==> src/rtl/ysyx_22040237_mcyc_ctrl.sv <==
// Multi-cycle sequencer for the RV64 core datapath.
// Owns pc and the instruction register, runs the fetch and data-memory
// valid/ready handshakes, and walks the combinational decoder/ALU through
// FETCH -> WAIT_I -> DECODE -> EXEC -> (MEM -> WAIT_D) -> WB.
// Register-file writes and pc updates happen once per instruction, in WB.
// ebreak parks the core in HALT; faults park it in TRAP with a reason code.
module ysyx_22040237_mcyc_ctrl #(
    parameter logic [63:0] RESET_PC = 64'h8000_0000,
    parameter logic [7:0]  TIMEOUT  = 8'd255
) (
    input  logic        clk,
    input  logic        rst,
    // instruction fetch port
    output logic        if_req_valid,
    input  logic        if_req_ready,
    output logic [63:0] if_addr,
    input  logic        if_resp_valid,
    input  logic [31:0] if_resp_inst,
    // decoder / ALU interface
    output logic [31:0] ir,
    output logic [63:0] pc,
    input  logic        dec_invalid,
    input  logic        dec_ebreak,
    input  logic        dec_jump,
    input  logic        dec_rd_w_en,
    input  logic        dec_mem_en,
    input  logic        dec_mem_wr,
    input  logic [63:0] jump_target,
    // data memory port
    output logic        mem_req_valid,
    output logic        mem_req_we,
    input  logic        mem_req_ready,
    input  logic        mem_resp_valid,
    // write-back strobe and status
    output logic        rf_we,
    output logic        halt,
    output logic        trap,
    output logic [2:0]  trap_code,
    output logic [63:0] cycle_cnt,
    output logic [63:0] instret_cnt
);

    typedef enum logic [3:0] {
        ST_FETCH  = 4'd0,
        ST_WAIT_I = 4'd1,
        ST_DECODE = 4'd2,
        ST_EXEC   = 4'd3,
        ST_MEM    = 4'd4,
        ST_WAIT_D = 4'd5,
        ST_WB     = 4'd6,
        ST_HALT   = 4'd7,
        ST_TRAP   = 4'd8
    } state_t;

    localparam logic [2:0] CODE_INVALID    = 3'd1;
    localparam logic [2:0] CODE_FETCH_TMO  = 3'd2;
    localparam logic [2:0] CODE_LOAD_TMO   = 3'd3;
    localparam logic [2:0] CODE_MISALIGNED = 3'd4;

    state_t      state_r;
    logic [63:0] pc_r;
    logic [31:0] ir_r;
    logic        if_req_valid_r;
    logic        mem_req_valid_r;
    logic        mem_req_we_r;
    logic        rf_we_r;
    logic        halt_r;
    logic        trap_r;
    logic [2:0]  trap_code_r;
    logic [63:0] cycle_cnt_r;
    logic [63:0] instret_cnt_r;
    logic [7:0]  wdog_r;

    logic [63:0] target_s;
    logic        misalign_s;
    logic [63:0] pc_next_s;
    logic        wb_we_s;
    logic [7:0]  wdog_inc_s;
    logic        wdog_expire_s;
    logic        running_s;

    // Next-pc, write-back qualification and watchdog expiry helpers
    always_comb begin
        // jalr-style target: bit 0 is always dropped
        target_s      = jump_target & ~64'd1;
        // a taken jump must land on a 4-byte boundary
        misalign_s    = dec_jump & target_s[1];
        if (dec_jump) begin
            pc_next_s = target_s;
        end else begin
            pc_next_s = pc_r + 64'd4;
        end
        // the write strobe is suppressed when WB will trap instead of retire
        wb_we_s       = dec_rd_w_en & ~misalign_s;
        wdog_inc_s    = wdog_r + 8'd1;
        wdog_expire_s = (wdog_inc_s == TIMEOUT);
        running_s     = (state_r != ST_HALT) && (state_r != ST_TRAP);
    end

    // Sequencer FSM with registered handshake outputs, strobes and counters
    always_ff @(posedge clk) begin
        if (rst) begin
            state_r         <= ST_FETCH;
            pc_r            <= RESET_PC;
            ir_r            <= 32'd0;
            if_req_valid_r  <= 1'b1;
            mem_req_valid_r <= 1'b0;
            mem_req_we_r    <= 1'b0;
            rf_we_r         <= 1'b0;
            halt_r          <= 1'b0;
            trap_r          <= 1'b0;
            trap_code_r     <= 3'd0;
            cycle_cnt_r     <= 64'd0;
            instret_cnt_r   <= 64'd0;
            wdog_r          <= 8'd0;
        end else begin
            // rf_we is a single-cycle pulse; the watchdog restarts on every
            // state entry and only the wait states keep it counting
            rf_we_r <= 1'b0;
            wdog_r  <= 8'd0;
            if (running_s) begin
                cycle_cnt_r <= cycle_cnt_r + 64'd1;
            end
            case (state_r)
                ST_FETCH: begin
                    if (if_req_ready) begin
                        if_req_valid_r <= 1'b0;
                        state_r        <= ST_WAIT_I;
                    end
                end
                ST_WAIT_I: begin
                    if (if_resp_valid) begin
                        ir_r    <= if_resp_inst;
                        state_r <= ST_DECODE;
                    end else if (wdog_expire_s) begin
                        trap_r      <= 1'b1;
                        trap_code_r <= CODE_FETCH_TMO;
                        state_r     <= ST_TRAP;
                    end else begin
                        wdog_r <= wdog_inc_s;
                    end
                end
                ST_DECODE: begin
                    // an invalid encoding wins over ebreak
                    if (dec_invalid) begin
                        trap_r      <= 1'b1;
                        trap_code_r <= CODE_INVALID;
                        state_r     <= ST_TRAP;
                    end else if (dec_ebreak) begin
                        halt_r  <= 1'b1;
                        state_r <= ST_HALT;
                    end else begin
                        state_r <= ST_EXEC;
                    end
                end
                ST_EXEC: begin
                    if (dec_mem_en) begin
                        mem_req_valid_r <= 1'b1;
                        mem_req_we_r    <= dec_mem_wr;
                        state_r         <= ST_MEM;
                    end else begin
                        // operands are stable since DECODE, so the WB strobe
                        // can be registered on the way in
                        rf_we_r <= wb_we_s;
                        state_r <= ST_WB;
                    end
                end
                ST_MEM: begin
                    if (mem_req_ready) begin
                        mem_req_valid_r <= 1'b0;
                        mem_req_we_r    <= 1'b0;
                        if (mem_req_we_r) begin
                            // stores need no response
                            rf_we_r <= wb_we_s;
                            state_r <= ST_WB;
                        end else begin
                            state_r <= ST_WAIT_D;
                        end
                    end
                end
                ST_WAIT_D: begin
                    if (mem_resp_valid) begin
                        rf_we_r <= wb_we_s;
                        state_r <= ST_WB;
                    end else if (wdog_expire_s) begin
                        trap_r      <= 1'b1;
                        trap_code_r <= CODE_LOAD_TMO;
                        state_r     <= ST_TRAP;
                    end else begin
                        wdog_r <= wdog_inc_s;
                    end
                end
                ST_WB: begin
                    if (misalign_s) begin
                        trap_r      <= 1'b1;
                        trap_code_r <= CODE_MISALIGNED;
                        state_r     <= ST_TRAP;
                    end else begin
                        pc_r           <= pc_next_s;
                        instret_cnt_r  <= instret_cnt_r + 64'd1;
                        if_req_valid_r <= 1'b1;
                        state_r        <= ST_FETCH;
                    end
                end
                ST_HALT: begin
                    state_r <= ST_HALT;
                end
                ST_TRAP: begin
                    state_r <= ST_TRAP;
                end
                default: begin
                    // unreachable encoding: restart cleanly at a fetch
                    if_req_valid_r  <= 1'b1;
                    mem_req_valid_r <= 1'b0;
                    mem_req_we_r    <= 1'b0;
                    state_r         <= ST_FETCH;
                end
            endcase
        end
    end

    assign if_req_valid  = if_req_valid_r;
    assign if_addr       = pc_r;
    assign pc            = pc_r;
    assign ir            = ir_r;
    assign mem_req_valid = mem_req_valid_r;
    assign mem_req_we    = mem_req_we_r;
    assign rf_we         = rf_we_r;
    assign halt          = halt_r;
    assign trap          = trap_r;
    assign trap_code     = trap_code_r;
    assign cycle_cnt     = cycle_cnt_r;
    assign instret_cnt   = instret_cnt_r;

endmodule

==> config.mk <==
export PLATFORM = sky130hd
export DESIGN_NAME = ysyx_22040237_mcyc_ctrl
export DESIGN_NICKNAME = d
export VERILOG_FILES = /design/src/rtl/ysyx_22040237_mcyc_ctrl.sv
export SDC_FILE = /design/constraint.sdc
export NUM_CORES = 1
export LEC_CHECK = 0
export ABC_AREA = 1
export CAP_MARGIN = 20
export CORE_MARGIN = 5
export CORE_UTILIZATION = 50
export DETAILED_ROUTE_END_ITERATION = 10
export PLACE_DENSITY = 0.89
export SLEW_MARGIN = 20
export SYNTH_ARGS = -nofsm -noshare
export SYNTH_HDL_FRONTEND = slang
export SYNTH_SLANG_ARGS = --single-unit
==> constraint.sdc <==
create_clock -name clk -period 5 [get_ports clk]
set_input_delay 0.75 -clock clk [delete_from_list [all_inputs] [get_ports clk]]
set_output_delay 0.75 -clock clk [all_outputs]
set_load 0.01 [all_outputs]
* Yosys cells after proc, flatten, opt, wreduce, memory -nomap -nowiden *
Index checks and enable logic that the tools add are counted.

storage, ports and cells
  register bits = 245
  bits of input ports = 108
  word-level logic and storage cells = 99

cells by class
  add/subtract/negate cells = 4
  equality and inequality tests = 21
  mux-type cells = 42
  bitwise logic cells = 6
  reduce and logical (&&, ||, !) cells = 13

operators with widths
  operator                                        count
  adder 64 x 1 -> 64 bit (second input constant)  2
  adder 64 x 3 -> 64 bit (second input constant)  1
  two-way mux 64 bit                              1
  case mux 4 bit (9 select lines)                 1
  two-way mux 4 bit                               7
  two-way mux 8 bit                               3
  two-way mux 3 bit                               7
  != test 2 bit (second input constant)           10
  == test 4 x 3 -> 1 bit (second input constant)  4
  case mux 8 bit (2 select lines)                 1
  two-way mux 1 bit                               14
  OR reduction 7 bit                              2
  case mux 1 bit (3 select lines)                 4
  case mux 3 bit (4 select lines)                 1
  AND reduction 3 bit                             3
  adder 8 x 1 -> 8 bit (second input constant)    1
  == test 4 x 2 -> 1 bit (second input constant)  2
  == test 8 bit (second input constant)           1
  AND reduction 7 bit                             1
  AND reduction 2 bit                             3
  AND reduction 5 bit                             1
  == test 4 x 1 -> 1 bit (second input constant)  1
  == test 4 bit (second input constant)           1
  logical NOT 4 bit                               1
  8 further kinds                                 13

* Logic depth before layout (Yosys ltp) *
Gate-level depths: netlist (run 1).

  word-level depth = 6
  mapped depth = 13
  depth with buffers taken out = 13

* Least setup slack after synthesis (run 1) *
OpenSTA, ideal clock, no wires.

  path kind = input -> register
  start point = in dec_jump
  end point = reg pc_r[13], in the netlist if_addr[13]
  library setup time = 0.120 ns
  arrival = 1.725 ns
  setup slack = 3.155 ns
  stages = 9
  buffers on the path = 1
  path through = buf_2 > clkinv_1 > nand3_2 > nor2_2 > inv_1 > nor2_1 > nand3_1 > o211ai_1 > nand2_1

on the way
  cells in the longest elaborated chain, start to end = 3
  elaborated cells on any way between the ends = 4

ends and longest elaborated chain
  what                                  line  RTL
  from (decl)                           24    input logic dec_jump,
  AND 1 bit                             87    misalign_s = dec_jump & target_s[1];
  inverter 1 bit (no source line)       --
  AND reduction 2 bit (no source line)  --
  to (signal assigned)                  199   pc_r <= pc_next_s;
  to (decl)                             61    logic [63:0] pc_r;

Several ways; a longest one is shown, not always the timed one.
A chain may end at the register's enable or synchronous reset.

* Worst setup path after layout (run 1) *
  start point = in dec_jump
  end point = reg pc_r[35], in the netlist if_addr[35]

The elaborated chain is that of the path after synthesis.

==> results.cfg, run 1 <==
[cells_and_area]
fin_nets = 3110
synthToLayoutAreaGrowth_pct = 29.6
instances_no_fill = 3424
final_layout_size_suffix_gt1_share_pct = 3.51

[sta]
slew_viol_final = 0
skew_ps = 19.3
post-route-period-util_pct = 54.8
hold_violations = 0
max_freq_mhz = 365
worst_pin_slew_ps = 937
rsz0062_at_grt = no
slew_headroom_pct = 37.5
fin_tns_setup_ps = 0
finalSetupViolations = 0
min_period_ps = 2740

[placement]
gp_congestion = 1.05
place_hpwl_um = 48200
portBuffers = 401
dp.cells = 3368

[worst_hold_path]
whs_path_depth = 2
hp-class = reg2reg

[die]
start_util_pct = 50.6
die_x_um = 189
ios = 405
die_y_um = 189
dieArea_mm2 = 0.0356
rows = 65
core_area_mm2 = 0.0316

[yosys]
yosysTopAreaCell = dfxtp_1
yosysMostFrequentCell = nand2_1
synth_cells = 2697
async_flop_share_pct = 0
synth_commonest_cells = 952 x nand2_1, 476 x nor2_1, 244 x dfxtp_1
synth-seq-cells = 244
yosys.cell_types.count = 47
ys_seq_area_share_pct = 30.6
yosys.area.top_type_share_pct = 30.6
avgSynthCellArea_um2 = 5.92
yosysWarnings = 0
synth_area_mm2 = 0.0160
ys.flop_type = dfxtp_1
synthTopCellsByArea = dfxtp_1 31%, nand2_1 22%, nor2_1 11%
synth-edff-count = 0

[cts]
clock_latency_ps = 580
cts_buffer_depth = 3
cts.htree.levels = 1
ctsHoldBuffers = 0
postCtsResizedCells = 0
clock_sinks = 244
cts_setup_buffers = 0
cts_tree = built
clockRootBuffer = clkbuf_16
cts-buffers-inserted = 29
clkTransAtPathRegs_ps = 60

[power_and_ir_drop]
leakage_nw = 6.94
ir_drop_v = 0.000291
powerDensity_mw_per_mm2 = 218

[route]
drc = 0
dr.pass1.iters = 6
antenna_left = 0
wirelength_um = 62000
drt_iter0_drc = 1594
avgRoutedWirePerCell_um = 18.1
avgViaCountPerCell = 5.46
vias = 18700

[setup_path]
critPathCaptureType = flop
cp_max_fo = 55
cp_slowest_cell = inv_2
worst-r2r-cell-count = 11
cp.required_ps = 5500
cp-start-kind = input pin
cp_cell_sequence = clkdlybuf4s50_1 > buf_4 > inv_2 > buf_4 > or2_2 > nand2_1 > nand2_1 > nand2_1 > a21oi_1
slowest_delay_ps = 660
crit_arrival_ps = 3240
path_class = in2reg
crit_top_cell = nand2_1

[global_route]
grt_usage_pct = 33.2
grt_pass1_wl_um = 96500
antenna_found_initial = 4
grt_busiest_layer = met2
use_met2_pct = 56.2
grt_pass1_vias = 17600
grt_max_degree = 79
grt_use_met1_pct = 42.6
overflow = 0
use_met3_pct = 6.28

[run_status]
status = completed

[run]
maxCapViolCount = 0
[layout make-up]
class	count	area, µm²
fill	2949	10800
antenna	3	7.51
clock buffer	41	831
tap	402	503
timing repair buffer	411	4090
multi-input combinational	2120	9560
inverter	191	718
sequential	244	4880
clock inverter	12	119
[critical path: cells and delay by family]
kind                   cells  cell delay (ps)
buffers and inverters      4             1910
AO/OA/AOI/OAI              1              140
AND/OR/NAND/NOR            4              400
[registers in the layout, indices dropped and copies added, names as in the netlist]
| register | count |
|---|---|
| rf_we | 1 |
| if_addr | 63 |
| state_r | 4 |
| ir | 32 |
| trap | 1 |
| mem_req_valid | 1 |
| if_req_valid | 1 |
| wdog_r | 8 |
| mem_req_we | 1 |
| halt | 1 |
| cycle_cnt | 64 |
| instret_cnt | 64 |
| trap_code | 3 |
[routing by layer]
metal / part of all wire, % / up-vias / routed length, µm
li1: - / 9079 / -
met1: 41 / 8592 / 25500
met2: 47 / 871 / 28900
met3: 8.6 / 136 / 5320
met4: 3.6 / 2 / 2240
met5: 0.023 / - / 14
[cell families (layout without fill, tap and decap cells)]
| group | Yosys count | after routing | share of synthesized area [%] |
|---|---|---|---|
| flip-flops | 244 | 244 | 30.6 |
| buffers and inverters | 334 | 655 | 9.63 |
| AO/OA/AOI/OAI | 312 | 312 | 10.2 |
| XOR/XNOR | 81 | 81 | 4.44 |
| adder cells (fa/ha/maj) | 5 | 5 | 0.392 |
| other | 1 | 5 | 0.0235 |
| AND/OR/NAND/NOR | 1720 | 1720 | 44.7 |
[placed cells by master, fill, tap and decap left out, types with 6 or more instances in the layout]
cell type	n
a21oi_1	215
and2_1	14
buf_4	10
clkbuf_1	6
clkbuf_16	29
clkbuf_8	6
clkdlybuf4s50_1	400
dfxtp_1	244
inv_1	187
nand2_1	952
nand3_1	136
nand3b_1	35
nand4_1	28
nor2_1	476
nor2_2	10
nor2_4	9
nor3_1	25
nor3_2	8
o211ai_1	9
o21ai_0	67
or2_2	7
xnor2_1	48
xor2_1	33
[where the power goes]
group	leakage (nW)	internal [mW]	switching, mW
clock	0.460	1.22	0.901
sequential	1.97	1.98	0.0245
combinational	4.51	0.181	0.219
total	6.94	3.38	1.14
[metrics by stage]
| stage | worst slack, ps | instance area [µm²] | power, mW | hold slack (ps) | util [%] |
|---|---|---|---|---|---|
| 2_1_floorplan | 3150 | 16000 | 2.23 | 430 | - |
| 3_3_place_gp | 1730 | 19800 | 2.43 | 443 | 62.6 |
| 3_5_place_dp | 1730 | 19800 | 2.44 | 454 | 62.6 |
| 4_1_cts | 2330 | 20700 | 4.54 | 466 | 65.6 |
| 5_1_grt | 2130 | 20700 | 4.68 | 489 | 65.6 |
| 6_report | 2260 | 20700 | 4.52 | 465 | 65.6 |
[path summary, 6_finish.rpt]
check | to | from | slack, ps
max | if_addr[35]$_SDFFE_PP0P_ | dec_jump | 2260
min | ir[4]$_SDFFE_PP0P_ | ir[4]$_SDFFE_PP0P_ | 470
max reg2reg | cycle_cnt[60]$_SDFFE_PP0P_ | cycle_cnt[0]$_SDFFE_PP0P_ | 2480
min reg2reg | ir[4]$_SDFFE_PP0P_ | ir[4]$_SDFFE_PP0P_ | 470
No activity file was read; power rests on OpenSTA's default activity.
==> run 2: changes to the inputs <==
--- a/config.mk
+++ b/config.mk
@@ -8,9 +8,9 @@
 export ABC_AREA = 1
 export CAP_MARGIN = 20
 export CORE_MARGIN = 5
-export CORE_UTILIZATION = 50
+export CORE_UTILIZATION = 46
 export DETAILED_ROUTE_END_ITERATION = 10
-export PLACE_DENSITY = 0.89
+export PLACE_DENSITY = 0.87
 export SLEW_MARGIN = 20
 export SYNTH_ARGS = -nofsm -noshare
 export SYNTH_HDL_FRONTEND = slang
==> constraint.sdc (replaced) <==
create_clock -name clk -period 2.5 [get_ports clk]
set_input_delay 0.375 -clock clk [delete_from_list [all_inputs] [get_ports clk]]
set_output_delay 0.375 -clock clk [all_outputs]
set_load 0.01 [all_outputs]
==> run 2 against run 1 <==
Clock power up 110%. Critical path depth down 8. Routed wire length up 2.2%. Register-to-register slack worse by 2200 ps. Largest power group unchanged.
==> results.cfg, run 2 (synthesis results as in run 1) <==
[run_status]
status = completed

[route]
antenna_left = 0
wirelength_um = 63300
avgViaCountPerCell = 5.40
drt_iter0_drc = 1805
drc = 0
vias = 18900
avgRoutedWirePerCell_um = 18.1
dr.pass1.iters = 6

[placement]
dp_slack_ps = 157
place_hpwl_um = 49100
dpl_cell_area_mm2 = 0.0201
dp.cells = 3448
gp_congestion = 1.01
portBuffers = 401

[die]
die_y_um = 196
start_util_pct = 46.5
ios = 405
die_x_um = 196
core_area_mm2 = 0.0344
dieArea_mm2 = 0.0386
rows = 68

[setup_path]
startpoint = if_addr[11]$_SDFFE_PP0P_
path_class = reg2out
cp_max_fo = 7
cp_slowest_cell = clkdlybuf4s50_1
rr_startpoint = if_addr[11]$_SDFFE_PP0P_
critPathCaptureType = output port
worst-path-buf-inv = 1
cp.required_ps = 2120
critical_path.top_delay_family = buffers and inverters
cp_cell_sequence = clkdlybuf4s50_1
crit_arrival_ps = 1860
slowest_delay_ps = 700
cp-start-kind = flop

[sta]
min_period_ps = 2240
finalSetupViolations = 0
max_freq_mhz = 447
post-route-period-util_pct = 89.5
slew_viol_final = 0
slew_headroom_pct = 43.3
rsz0062_at_grt = no
worst_pin_slew_ps = 851
fin_tns_setup_ps = 0
skew_ps = 17.5
hold_violations = 0
fin_ws_ps = 263

[global_route]
grt_usage_pct = 31.2
grt_busiest_layer = met2
use_met3_pct = 6.70
grt_max_degree = 135
grt_use_met1_pct = 39.4
use_met2_pct = 51.9
overflow = 0
grt_pass1_vias = 18000
grt_pass1_wl_um = 98000
antenna_found_initial = 7

[cts]
clock_latency_ps = 590
clock_sinks = 244
cts_setup_buffers = 0
cts_buffer_depth = 3
clockRootBuffer = clkbuf_16
postCtsResizedCells = 0
cts_tree = built
ctsHoldBuffers = 0
cts-buffers-inserted = 29
clkTransAtPathRegs_ps = 60
cts.htree.levels = 1

[run]
maxCapViolCount = 0

[cells_and_area]
design_area_mm2 = 0.0211
instances_no_fill = 3503
final_common_cell = nand2_1
fin_nets = 3137
synthToLayoutAreaGrowth_pct = 32.0
final_layout_size_suffix_gt1_share_pct = 4.33
layout_common_cells = 952 x nand2_1, 476 x nor2_1, 400 x clkdlybuf4s50_1

[power_and_ir_drop]
ir_drop_v = 0.000529
total_power_mw = 9.34
powerDensity_mw_per_mm2 = 443
leakage_nw = 7.13

[worst_hold_path]
hp-class = in2reg
worstHoldStart = rst
==> run 2: cell type report <==
class,instances,area [µm²]
inverter,191,719
sequential,244,4880
clock buffer,42,825
multi-input combinational,2120,9560
timing repair buffer,438,4360
fill,3319,13300
clock inverter,12,178
tap,455,569
antenna,1,2.50
==> run 2: where the power goes <==
group	switching, mW	internal (mW)	total [mW]	leakage, nW
clock	1.81	2.70	4.51	0.493
sequential	0.0491	3.96	4.01	1.97
combinational	0.442	0.381	0.824	4.67
total	2.30	7.04	9.34	7.13
==> run 2: per-layer routing <==
layer	vias up	wire length (µm)
li1	9135	-
met5	-	59
met4	8	2860
met3	155	5740
met1	8726	25300
met2	881	29300
==> run 2: per-stage QoR <==
step / util (%) / hold slack, ps
finish: 61.4 / 240
global route: 61.4 / 251
detailed placement: 58.4 / 457
floorplan: - / 430
CTS: 61.3 / 209
global placement: 58.4 / 444
==> run 2: final timing paths <==
path | endpoint | slack (ps) | cells past startpoint
max | pc[11] | 260 | 1
min | cycle_cnt[11]$_SDFFE_PP0P_ | 240 | 4
max reg2reg | if_addr[56]$_SDFFE_PP0P_ | 260 | 9
min reg2reg | ir[13]$_SDFFE_PP0P_ | 470 | 2
==> run 3: changes to the inputs <==
--- a/config.mk
+++ b/config.mk
@@ -8,9 +8,10 @@
 export ABC_AREA = 1
 export CAP_MARGIN = 20
 export CORE_MARGIN = 5
-export CORE_UTILIZATION = 46
+export CORE_UTILIZATION = 50
 export DETAILED_ROUTE_END_ITERATION = 10
-export PLACE_DENSITY = 0.87
+export DONT_BUFFER_PORTS = 1
+export PLACE_DENSITY = 0.76
 export SLEW_MARGIN = 20
 export SYNTH_ARGS = -nofsm -noshare
 export SYNTH_HDL_FRONTEND = slang
==> run 3 against run 2 <==
Cell area shrank 11%. Critical path type is now reg2reg. Highest routed layer unchanged. First-iteration DRC count fell by 14%. Fmax decreased by 6.9%. Routed wire length is 2.1% lower. Sequential cell count is the same. Worst setup slack lost 170 ps. Total power decreased by 2.2%. Clock power is 0.9% higher.
==> results.cfg, run 3 (synthesis results as in run 1) <==
[run_status]
status = completed

[route]
antenna_left = 0
avgViaCountPerCell = 5.57
drt_iter0_drc = 1551
drc = 0
dr.pass1.iters = 6
vias = 17900
avgRoutedWirePerCell_um = 19.3
wirelength_um = 62000

[setup_path]
cp_slowest_cell = dlygate4sd3_1
critical_path_depth = 9
slowest_delay_ps = 560
critPathCaptureType = flop
crit_arrival_ps = 2930
cp_max_fo = 4
path_class = reg2reg
cp-start-kind = flop
rr_startpoint = cycle_cnt[8]$_SDFFE_PP0P_
cp_cell_sequence = nand2_1 > nor2_1 > nand2_1 > nor2_1 > and2_1 > xor2_1 > nand2_1 > a21oi_1 > dlygate4sd3_1
worst-path-buf-inv = 1
startpoint = cycle_cnt[8]$_SDFFE_PP0P_
critical_path.top_delay_family = simple AND/OR/NAND/NOR gates
worst-r2r-cell-count = 9
cp.required_ps = 3020
crit_top_cell = nand2_1
ff2ff_setup_slack_ps = 100
cp-endpoint = cycle_cnt[26]$_SDFFE_PP0P_
r2r-end = cycle_cnt[26]$_SDFFE_PP0P_

[sta]
slew_headroom_pct = 56.8
slew_viol_final = 0
min_period_ps = 2400
hold_violations = 0
skew_ps = 9.36
post-route-period-util_pct = 96.1
finalSetupViolations = 0
worst_pin_slew_ps = 648
rsz0062_at_grt = yes
fin_ws_ps = 97.1
max_freq_mhz = 416

[placement]
dpl_cell_area_mm2 = 0.0163
dp_slack_ps = 394
place_hpwl_um = 45700
portBuffers = 0
gp_congestion = 1.07
dp.cells = 3033

[die]
start_util_pct = 50.6
ios = 405
rows = 65
core_area_mm2 = 0.0316
die_y_um = 189
dieArea_mm2 = 0.0356
die_x_um = 189

[power_and_ir_drop]
pwr-share-seq_pct = 44.2
switching_share_pct = 24.5
powerDensity_mw_per_mm2 = 489
leakage_nw = 6.73
share_clk_of_total_power_pct = 49.8
ir_drop_v = 0.000537
total_power_mw = 9.14
intPower_mw = 6.90
switching_power_mw = 2.24
power_frac_comb_pct = 5.9

[global_route]
grt_pass1_wl_um = 94200
antenna_found_initial = 5
grt_usage_pct = 32.9
use_met2_pct = 55.4
grt_use_met1_pct = 39.2
grt_busiest_layer = met2
use_met3_pct = 9.21
overflow = 0
grt_max_degree = 123
grt_pass1_vias = 16700

[cts]
clkTransAtPathRegs_ps = 60
clock_latency_ps = 580
clockRootBuffer = clkbuf_16
cts_buffer_depth = 3
cts-buffers-inserted = 29
cts_tree = built
clock_sinks = 244
cts.htree.levels = 1

[run]
maxCapViolCount = 0

[cells_and_area]
final_common_cell = nand2_1
fin_nets = 2895
final_layout_size_suffix_gt1_share_pct = 8.88
instances_no_fill = 3210
design_area_mm2 = 0.0187
layout_common_cells = 948 x nand2_1, 462 x nor2_1, 215 x a21oi_1
synthToLayoutAreaGrowth_pct = 17.0

[worst_hold_path]
hp-class = in2reg
-- run 3: changes by cell type in the layout (fill, tap and decap cells not counted), moves of 11 or more --
cell and change:
buf_4 +41, clkdlybuf4s50_1 -400, dfxtp_1 -49, dfxtp_2 +48
dlygate4sd3_1 +118, nor2_1 -14, nor2_2 +11
-- run 3: timing repair --
action / CTS / global route
endpoints found under the setup margin: 0 / 63
hold endpoints to repair: 211 / 0
gates resized for setup: 0 / 82
hold buffers: 119 / 0
setup buffers: 0 / 1
-- run 3: power by group through the flow --
stage	Sequential, mW	Combinational [mW]	Clock, mW
6_report	4.04	0.542	4.55
3_3_place_gp	4.12	0.393	0
5_1_grt	4.04	0.600	4.79
4_1_cts	4.04	0.524	4.60
3_5_place_dp	4.13	0.405	0
2_1_floorplan	4.11	0.359	0
-- run 3: final cells by class --
class                   instances  area, µm²
well taps                     402        503
clock buffers                  39        833
flip-flops and latches        244       4950
repair buffers                196       1830
multi-input cells            2120       9670
diodes                          4       10.0
clock inverters                14        186
fillers                      3123      12900
inverters                     191        719
-- run 3: worst min-delay path by stage --
| stage | slack (ps) | depth (start not counted) | endpoint | from |
|---|---|---|---|---|
| finish | 20 | 2 | if_addr[4]$_SDFFE_PP0P_ | jump_target[4] |
| global route | 30 | 4 | if_addr[13]$_SDFFE_PP0P_ | jump_target[13] |
| CTS | 10 | 2 | if_addr[31]$_SDFFE_PP1P_ | jump_target[31] |
| detailed placement | 470 | 1 | wdog_r[0]$_SDFF_PP0_ | wdog_r[0]$_SDFF_PP0_ |
| global placement | 440 | 1 | wdog_r[0]$_SDFF_PP0_ | wdog_r[0]$_SDFF_PP0_ |
| floorplan | 430 | 1 | wdog_r[0]$_SDFF_PP0_ | wdog_r[0]$_SDFF_PP0_ |
-- run 3: metal layers --
layer / wire length (µm) / vias to the layer above
li1: - / 8649
met1: 23700 / 8195
met2: 28800 / 846
met3: 6390 / 176
met4: 3070 / 2
met5: 13 / -
-- run 3: worst register-to-register path, delay by kind of cell, from the launching register on --
family | cells | cell delay [ps]
xor gates and xnor gates | 1 | 170
buffers and inverters | 1 | 560
DFF | 1 | 420
AOI/OAI and AO/OA | 1 | 130
and+or+nand+nor | 6 | 1060
-- run 3: metrics by stage --
stage	util, %	setup TNS (ps)	hold WS (ps)
final	59.3	0	19.7
after global routing	59.2	-164	32.0
after global placement	51.6	0	444
after floorplan	-	0	430
after CTS	58.6	0	10.9
after detailed placement	51.6	0	468
